[src/rtl/acc_cpu_pkg.sv]
// rtl/acc_cpu_pkg.sv - shared opcodes, FSM states and instruction field helpers for acc_cpu
package acc_cpu_pkg;

  localparam int OPC_W = 4;

  localparam logic [OPC_W-1:0] OP_NOP    = 4'h0;
  localparam logic [OPC_W-1:0] OP_LDI    = 4'h1;
  localparam logic [OPC_W-1:0] OP_ADDI   = 4'h2;
  localparam logic [OPC_W-1:0] OP_SUBI   = 4'h3;
  localparam logic [OPC_W-1:0] OP_ANDI   = 4'h4;
  localparam logic [OPC_W-1:0] OP_ORI    = 4'h5;
  localparam logic [OPC_W-1:0] OP_XORI   = 4'h6;
  localparam logic [OPC_W-1:0] OP_LDA    = 4'h7;
  localparam logic [OPC_W-1:0] OP_STA    = 4'h8;
  localparam logic [OPC_W-1:0] OP_ADDM   = 4'h9;
  localparam logic [OPC_W-1:0] OP_JMP    = 4'hA;
  localparam logic [OPC_W-1:0] OP_JZ     = 4'hB;
  localparam logic [OPC_W-1:0] OP_JC     = 4'hC;
  localparam logic [OPC_W-1:0] OP_OUT    = 4'hD;
  localparam logic [OPC_W-1:0] OP_RSVD_E = 4'hE;
  localparam logic [OPC_W-1:0] OP_HLT    = 4'hF;

  localparam logic [1:0] ST_IDLE = 2'd0;
  localparam logic [1:0] ST_RUN  = 2'd1;
  localparam logic [1:0] ST_HALT = 2'd2;

  // Opcode sits directly above the DATA_W-wide operand in each instruction word.
  function automatic int opc_lsb(input int data_w);
    return data_w;
  endfunction

  function automatic int opc_msb(input int data_w);
    return data_w + OPC_W - 1;
  endfunction

endpackage

[src/rtl/acc_cpu_alu.sv]
// rtl/acc_cpu_alu.sv - combinational accumulator ALU: new acc value plus carry and update strobes
module acc_cpu_alu
  import acc_cpu_pkg::*;
#(
  parameter int DATA_W = 8
) (
  input  logic [OPC_W-1:0]  opcode,
  input  logic [DATA_W-1:0] acc,
  input  logic [DATA_W-1:0] operand,
  input  logic [DATA_W-1:0] mem_word,
  output logic [DATA_W-1:0] result,
  output logic              carry_out,
  output logic              result_valid,
  output logic              carry_update
);

  logic [DATA_W:0] add_imm;
  logic [DATA_W:0] add_mem;

  assign add_imm = {1'b0, acc} + {1'b0, operand};
  assign add_mem = {1'b0, acc} + {1'b0, mem_word};

  always_comb begin
    result       = acc;
    carry_out    = 1'b0;
    result_valid = 1'b0;
    carry_update = 1'b0;
    case (opcode)
      OP_LDI: begin
        result       = operand;
        result_valid = 1'b1;
      end
      OP_ADDI: begin
        result       = add_imm[DATA_W-1:0];
        carry_out    = add_imm[DATA_W];
        result_valid = 1'b1;
        carry_update = 1'b1;
      end
      OP_SUBI: begin
        // carry doubles as borrow on subtract
        result       = acc - operand;
        carry_out    = (acc < operand);
        result_valid = 1'b1;
        carry_update = 1'b1;
      end
      OP_ANDI: begin
        result       = acc & operand;
        result_valid = 1'b1;
        carry_update = 1'b1;
      end
      OP_ORI: begin
        result       = acc | operand;
        result_valid = 1'b1;
        carry_update = 1'b1;
      end
      OP_XORI: begin
        result       = acc ^ operand;
        result_valid = 1'b1;
        carry_update = 1'b1;
      end
      OP_LDA: begin
        result       = mem_word;
        result_valid = 1'b1;
      end
      OP_ADDM: begin
        result       = add_mem[DATA_W-1:0];
        carry_out    = add_mem[DATA_W];
        result_valid = 1'b1;
        carry_update = 1'b1;
      end
      default: begin
        result       = acc;
        carry_out    = 1'b0;
        result_valid = 1'b0;
        carry_update = 1'b0;
      end
    endcase
  end

endmodule

[src/rtl/acc_cpu.sv]
// rtl/acc_cpu.sv - parametrised accumulator CPU top; optional reserved-opcode trap under ACC_CPU_TRAP_EN
module acc_cpu
  import acc_cpu_pkg::*;
#(
  parameter int DATA_W  = 8,
  parameter int PADDR_W = 4,
  parameter int DADDR_W = 3
) (
  input  logic                    clk,
  input  logic                    reset,
  input  logic                    start,
  input  logic                    imem_we,
  input  logic [PADDR_W-1:0]      imem_waddr,
  input  logic [OPC_W+DATA_W-1:0] imem_wdata,
  output logic [DATA_W-1:0]       acc_out,
  output logic [PADDR_W-1:0]      pc_out,
  output logic                    zero,
  output logic                    carry,
  output logic                    running,
  output logic                    halted,
  output logic [DATA_W-1:0]       out_data,
  output logic                    out_valid
`ifdef ACC_CPU_TRAP_EN
  ,
  output logic                    trap
`endif
);

  localparam int OPC_LSB = opc_lsb(DATA_W);
  localparam int OPC_MSB = opc_msb(DATA_W);
  localparam logic [PADDR_W-1:0] PC_ONE = 1;

  logic [OPC_W+DATA_W-1:0] imem [0:(1<<PADDR_W)-1];
  logic [DATA_W-1:0]       dmem [0:(1<<DADDR_W)-1];

  logic [1:0]              state;
  logic [PADDR_W-1:0]      pc;
  logic [DATA_W-1:0]       acc;
  logic                    z_flag;
  logic                    c_flag;

  logic [OPC_W+DATA_W-1:0] instr;
  logic [OPC_W-1:0]        opcode;
  logic [DATA_W-1:0]       operand;
  logic [DADDR_W-1:0]      ea;
  logic [PADDR_W-1:0]      tgt;
  logic [DATA_W-1:0]       mem_word;

  logic [DATA_W-1:0]       alu_result;
  logic                    alu_carry;
  logic                    alu_valid;
  logic                    alu_carry_upd;

  assign instr    = imem[pc];
  assign opcode   = instr[OPC_MSB:OPC_LSB];
  assign operand  = instr[DATA_W-1:0];
  assign ea       = operand[DADDR_W-1:0];
  assign tgt      = operand[PADDR_W-1:0];
  assign mem_word = dmem[ea];

  acc_cpu_alu #(.DATA_W(DATA_W)) u_alu (
    .opcode       (opcode),
    .acc          (acc),
    .operand      (operand),
    .mem_word     (mem_word),
    .result       (alu_result),
    .carry_out    (alu_carry),
    .result_valid (alu_valid),
    .carry_update (alu_carry_upd)
  );

  // Memories are deliberately outside the reset domain so programs and data survive reset.
  always_ff @(posedge clk) begin
    if (imem_we && state != ST_RUN) begin
      imem[imem_waddr] <= imem_wdata;
    end
  end

  always_ff @(posedge clk) begin
    if (state == ST_RUN && opcode == OP_STA) begin
      dmem[ea] <= acc;
    end
  end

  always_ff @(posedge clk or posedge reset) begin
    if (reset) begin
      state     <= ST_IDLE;
      pc        <= '0;
      acc       <= '0;
      z_flag    <= 1'b0;
      c_flag    <= 1'b0;
      out_data  <= '0;
      out_valid <= 1'b0;
`ifdef ACC_CPU_TRAP_EN
      trap      <= 1'b0;
`endif
    end else begin
      out_valid <= 1'b0;
      case (state)
        ST_RUN: begin
          if (alu_valid) begin
            acc    <= alu_result;
            z_flag <= (alu_result == '0);
          end
          if (alu_carry_upd) begin
            c_flag <= alu_carry;
          end
          pc <= pc + PC_ONE;
          case (opcode)
            OP_JMP: pc <= tgt;
            OP_JZ:  if (z_flag) pc <= tgt;
            OP_JC:  if (c_flag) pc <= tgt;
            OP_OUT: begin
              out_data  <= acc;
              out_valid <= 1'b1;
            end
            OP_HLT: begin
              state <= ST_HALT;
              pc    <= pc;
            end
`ifdef ACC_CPU_TRAP_EN
            OP_RSVD_E: begin
              state <= ST_HALT;
              pc    <= pc;
              trap  <= 1'b1;
            end
`endif
            default: ;
          endcase
        end
        default: begin
          // IDLE and HALT both restart at address 0; HALT keeps acc and flags.
          if (start) begin
            state <= ST_RUN;
            pc    <= '0;
`ifdef ACC_CPU_TRAP_EN
            trap  <= 1'b0;
`endif
          end
        end
      endcase
    end
  end

  assign acc_out = acc;
  assign pc_out  = pc;
  assign zero    = z_flag;
  assign carry   = c_flag;
  assign running = (state == ST_RUN);
  assign halted  = (state == ST_HALT);

endmodule

[config.mk]
export PLATFORM = sky130hd
export DESIGN_NAME = acc_cpu
export DESIGN_NICKNAME = d
export VERILOG_FILES = /design/src/rtl/acc_cpu_pkg.sv /design/src/rtl/acc_cpu_alu.sv /design/src/rtl/acc_cpu.sv
export SDC_FILE = /design/constraint.sdc
export NUM_CORES = 1
export LEC_CHECK = 0
export CAP_MARGIN = 5
export CORE_MARGIN = 5
export CORE_UTILIZATION = 50
export CTS_CLUSTER_SIZE = 10
export DETAILED_ROUTE_END_ITERATION = 10
export PLACE_DENSITY = 0.71
export SETUP_SLACK_MARGIN = 0.3
export SLEW_MARGIN = 40
export SYNTH_ARGS = -nofsm -noshare
export SYNTH_HDL_FRONTEND = slang
export SYNTH_SLANG_ARGS = --single-unit
[constraint.sdc]
create_clock -name clk -period 13.26 [get_ports clk]
set_input_delay 2.652 -clock clk [delete_from_list [all_inputs] [get_ports clk]]
set_output_delay 2.652 -clock clk [all_outputs]
set_load 0.005 [all_outputs]
==> reports/qor_table.md <==
| Metric | This run |
|:---|:---|
| Fraction of the mapped netlist area in compound gates | 9.21% |
| Maximum resistive drop on vdd | 0.219 mV |
| Total CTS buffers | 34 |
| Count of TritonRoute iterations in the first routing pass | 5 |
| Hold bufs inserted after CTS | 0 |
| Setup repair after global routing missed its margin | false |
| Post-synthesis share of cell area spent on full adders, half adders and majority gates | 3.99% |
| Instance count of the mapped netlist | 885 |
| TritonCTS clock tree | built |
| Combinational share of power | 52.6% |
| Net count after synthesis | 945 |
| H-tree depth | 2 |
| Sequential cell area fraction in the yosys report | 63.4% |
| Reg-to-reg critical path endpoint | zero |
| Layout filler cell count | 1,985 |
| Switching power | 1.72 mW |
| Number of global-route vias before repair | 8,102 |
| Layout cells sized above 1 | 16.3% |
| Max_cap viols | 0 |
| Worst max-slew margin expressed relative to the limit | 41.2% |
| Clock skew after layout | 19.2 ps |
| Final critical delay including setup and external delays | 6120 ps |
| Growth of design area from synthesis to finish | 13.8% |
| Largest family of logic cells by synthesized area | multiplexers |
| Async set or reset register ratio after synthesis | 8.90% |
| Maximum fanout count along the critical path | 44 |
| Final #Nets | 1,015 |
| Startpoint of the most critical register-to-register path | pc_out[0] |
| Flip-flop cell with the highest count after synthesis | sky130_fd_sc_hd__edfxtp_1 |
| GR Overflow Total | 0 |
| Start point of the critical path | pc_out[0] |
| Flip-flop and latch count after synthesis | 281 |
| Avg WL per Cell | 23.9 um |
| Final slew viol count | 0 |
| Pwr Density | 277 nW/um^2 |
| Area used by sequential logic in the layout | 8320 sq um |
| Register share of total power | 27.4% |
| Post-detail-place hpwl | 20,800 um |
| Cell area after technology mapping | 13,100 sq um |
| Largest net degree at the start of global routing | 45 |
| Wire length of the first global-routing pass | 47,900 um |
| Multiplexer area fraction after synthesis | 12.0% |
| Setup slack of the worst register-to-register path | 7140 ps |
| Final setup viols | 0 |
| CTS clock-pin slew for the worst setup and hold paths | 50 ps |
| Area of the die | 29,600 sq um |
| Syn_area_per_cell | 14.8 sq um |
| Number of vias after detailed routing | 7,982 |
| Number of synthesized flops with an enable pin | 256 |
| Hold Path Cell Cnt | 2 |
| Clock root buffer | sky130_fd_sc_hd__clkbuf_16 |
| Type of the setup path with the least slack | reg -> reg |
| Resized Gates After CTS | 0 |
| Required time of the critical path | 13,700 ps |
| Kind of path behind the tightest hold check | reg -> reg |
| All-layer global routing usage | 21.4% |
| Total Routed Length | 31,000 um |
| Run status | finished clean |
| Post-synthesis simple-gate area fraction | 7.84% |
| Switching power as a share of total power | 41.7% |
| N_diodes | 0 |
| Internal power of the cells | 2.41 mW |
| FP Rows | 59 |
| Post-layout instance area | 14,900 sq um |
| CP Data Arrival Time | 6570 ps |
| Number of antenna violations at the first check in global routing | 0 |
| Total negative slack | 0 ps |
| Minimum hold slack | 476 ps |
| Yosys synthesis warning count | 0 |
| Effective utilization at floorplan | 50.6% |
| Highest clock rate | 163 MHz |
| Number of clock sinks seen by CTS | 281 |
| Clock tree buffer depth | 3 |
| Buffers inserted by post-CTS timing repair | 0 |
| Initial DRC count | 769 |
| Routability congestion estimate | 0.901 |
| Die extent in x | 172 um |
| Worst min-delay path startpoint | out_data[1] |
| Overall die height | 172 um |
| Pin slew with the least headroom to its limit | 875 ps |
| Remaining antenna violation count after routing | 0 |
| Launching element type of the critical path | register |
| Worst-case hold path end point | out_data[1] |
| Final worst path period share | 46.2% |
| Core area | 25,900 sq um |
| Synthesized-area fraction occupied by xor and xnor cells | 0.735% |
| Count of different cell masters after synthesis | 86 |
| Count of input and output buffers | 44 |
| Number of hold-slack violations in the final timing report | 0 |
| Total DRC errors in the routed layout | 0 |
| Boundary Pins | 45 |
| Clk Latency, worst-skew pair | 520 ps |
| Combined area of the multi-input logic cells | 4470 sq um |
| Clock share of power | 20.1% |
| Leakage component of the power | 5.20 nW |
| Post-DR vias/cell | 6.14 |
| Logic depth of the worst register-to-register path | 21 |
| Critical Path Sink Type | register |
| Cell area after placement | 13,900 sq um |
-- layer usage --
metal	up-vias	share of wire [%]	routed length [um]	global-route usage, %
li1	3596	-	-	-
met1	3986	43	13300	30.3
met2	328	47	14400	33.6
met3	72	6.9	2140	4.18
met4	0	3.7	1140	7.79
met5	-	0	0	0
-- power by group through the flow --
stage | clock [mW] | combinational (mW) | sequential [mW]
2_1_floorplan | 0 | 1.59 | 1.13
4_1_cts | 0.846 | 2.14 | 1.13
5_1_grt | 0.884 | 2.38 | 1.14
6_report | 0.830 | 2.17 | 1.13
3_5_place_dp | 0 | 2.12 | 1.15
3_3_place_gp | 0 | 2.11 | 1.14
-- cell usage in the layout (no fill, tap or decap), types with 4 or more instances in the layout --
| master | n |
|---|---|
| sky130_fd_sc_hd__clkdlybuf4s50_1 | 44 |
| sky130_fd_sc_hd__a221oi_1 | 4 |
| sky130_fd_sc_hd__inv_1 | 20 |
| sky130_fd_sc_hd__mux4_1 | 11 |
| sky130_fd_sc_hd__nand2_1 | 85 |
| sky130_fd_sc_hd__buf_4 | 27 |
| sky130_fd_sc_hd__a211oi_1 | 6 |
| sky130_fd_sc_hd__nor2b_1 | 4 |
| sky130_fd_sc_hd__nor3_2 | 5 |
| sky130_fd_sc_hd__nor2_2 | 7 |
| sky130_fd_sc_hd__edfxtp_1 | 256 |
| sky130_fd_sc_hd__inv_2 | 5 |
| sky130_fd_sc_hd__mux2_2 | 19 |
| sky130_fd_sc_hd__a21oi_1 | 41 |
| sky130_fd_sc_hd__mux2i_1 | 15 |
| sky130_fd_sc_hd__dfrtp_1 | 22 |
| sky130_fd_sc_hd__o22ai_1 | 6 |
| sky130_fd_sc_hd__and2_1 | 8 |
| sky130_fd_sc_hd__clkbuf_1 | 7 |
| sky130_fd_sc_hd__nand2b_1 | 5 |
| sky130_fd_sc_hd__o21bai_1 | 6 |
| sky130_fd_sc_hd__a21o_1 | 6 |
| sky130_fd_sc_hd__nand4_1 | 5 |
| sky130_fd_sc_hd__xor2_1 | 5 |
| sky130_fd_sc_hd__o21a_1 | 5 |
| sky130_fd_sc_hd__o21ai_1 | 5 |
| sky130_fd_sc_hd__clkbuf_16 | 34 |
| sky130_fd_sc_hd__nand3_1 | 10 |
| sky130_fd_sc_hd__a22oi_1 | 9 |
| sky130_fd_sc_hd__mux4_2 | 37 |
| sky130_fd_sc_hd__a22o_1 | 9 |
| sky130_fd_sc_hd__ha_1 | 37 |
| sky130_fd_sc_hd__xnor2_1 | 6 |
| sky130_fd_sc_hd__mux2_1 | 4 |
| sky130_fd_sc_hd__nor3_1 | 14 |
| sky130_fd_sc_hd__nor2_1 | 59 |
| sky130_fd_sc_hd__o21ai_0 | 42 |
-- stage by stage --
| step | total power, mW | std cells | utilization [%] | setup slack [ps] |
|---|---|---|---|---|
| final | 4.13 | 1300 | 57.6 | 7140 |
| after global routing | 4.40 | 1300 | 57.6 | 6700 |
| after CTS | 4.12 | 1299 | 57.5 | 7160 |
| after detailed placement | 3.27 | 1253 | 53.7 | 7210 |
| after global placement | 3.26 | 1253 | 53.7 | 7350 |
| after floorplan | 2.72 | 885 | - | 8380 |
-- worst max-delay path by stage --
| stage | to | depth (start not counted) |
|---|---|---|
| global route | zero | 21 |
| finish | zero | 21 |
| floorplan | zero | 22 |
| global placement | zero | 21 |
| detailed placement | zero | 21 |
| CTS | zero | 21 |
-- cells by family (layout without fill, tap and decap cells) --
family,Yosys count,after routing
muxes,88,88
adders and majority gates,40,40
AOI/OAI and AO/OA,179,179
DFF,281,281
xor gates and xnor gates,11,11
and+or+nand+nor,223,223
buffers and inverters,63,143
-- cells in the mapped netlist (6+ instances only) --
library cell / instances / share of area (%)
sky130_fd_sc_hd__mux2_2: 19 / 1.6
sky130_fd_sc_hd__o21bai_1: 6 / 0.34
sky130_fd_sc_hd__nor2_1: 66 / 1.9
sky130_fd_sc_hd__buf_4: 8 / 0.46
sky130_fd_sc_hd__buf_2: 10 / 0.38
sky130_fd_sc_hd__a22oi_1: 9 / 0.52
sky130_fd_sc_hd__nand3_1: 10 / 0.38
sky130_fd_sc_hd__clkbuf_1: 9 / 0.26
sky130_fd_sc_hd__nand2_1: 85 / 2.4
sky130_fd_sc_hd__and2_1: 8 / 0.38
sky130_fd_sc_hd__o22ai_1: 6 / 0.29
sky130_fd_sc_hd__mux4_2: 37 / 6.4
sky130_fd_sc_hd__o21ai_0: 42 / 1.6
sky130_fd_sc_hd__a22o_1: 9 / 0.60
sky130_fd_sc_hd__nor3_1: 18 / 0.69
sky130_fd_sc_hd__dfrtp_1: 25 / 4.8
sky130_fd_sc_hd__a21o_1: 6 / 0.34
sky130_fd_sc_hd__ha_1: 37 / 3.5
sky130_fd_sc_hd__xnor2_1: 6 / 0.40
sky130_fd_sc_hd__a211oi_1: 6 / 0.34
sky130_fd_sc_hd__mux4_1: 11 / 2.2
sky130_fd_sc_hd__a21oi_1: 41 / 1.6
sky130_fd_sc_hd__inv_1: 21 / 0.60
sky130_fd_sc_hd__edfxtp_1: 256 / 59
sky130_fd_sc_hd__mux2i_1: 15 / 1.1
-- registers in the layout (all words and copies together), names as in the netlist --
register	count
state	2
dmem	64
out_valid	1
out_data	8
acc_out	8
imem	192
zero	1
pc_out	4
carry	1
-- worst max-delay path: stages (launching register included) --
cell                       delay (ps)
sky130_fd_sc_hd__dfrtp_2          330
sky130_fd_sc_hd__buf_4            580
sky130_fd_sc_hd__mux4_2           600
sky130_fd_sc_hd__mux2i_2          430
sky130_fd_sc_hd__and2_1           320
sky130_fd_sc_hd__or2_1            390
sky130_fd_sc_hd__inv_2            230
sky130_fd_sc_hd__o311ai_0         380
sky130_fd_sc_hd__o31a_1           210
sky130_fd_sc_hd__nor2b_1           50
sky130_fd_sc_hd__ha_1             210
sky130_fd_sc_hd__fa_1             440
sky130_fd_sc_hd__a21o_1           180
sky130_fd_sc_hd__a21oi_1          200
sky130_fd_sc_hd__o21ai_0          170
sky130_fd_sc_hd__xor2_1           170
sky130_fd_sc_hd__nand2_1           70
sky130_fd_sc_hd__o21ai_0          100
sky130_fd_sc_hd__a211oi_2         200
sky130_fd_sc_hd__or4b_1           460
sky130_fd_sc_hd__o21ai_1          140
sky130_fd_sc_hd__a41o_1           170
-- area by class of cell --
type	instances	share of cell area (%)
repair buffers	71	4.31
multi-input cells	541	30.0
clock buffers	41	5.88
flip-flops and latches	281	55.7
well taps	335	2.81
clock inverters	5	0.646
inverters	26	0.654
Power figures use the tool's default switching activity.
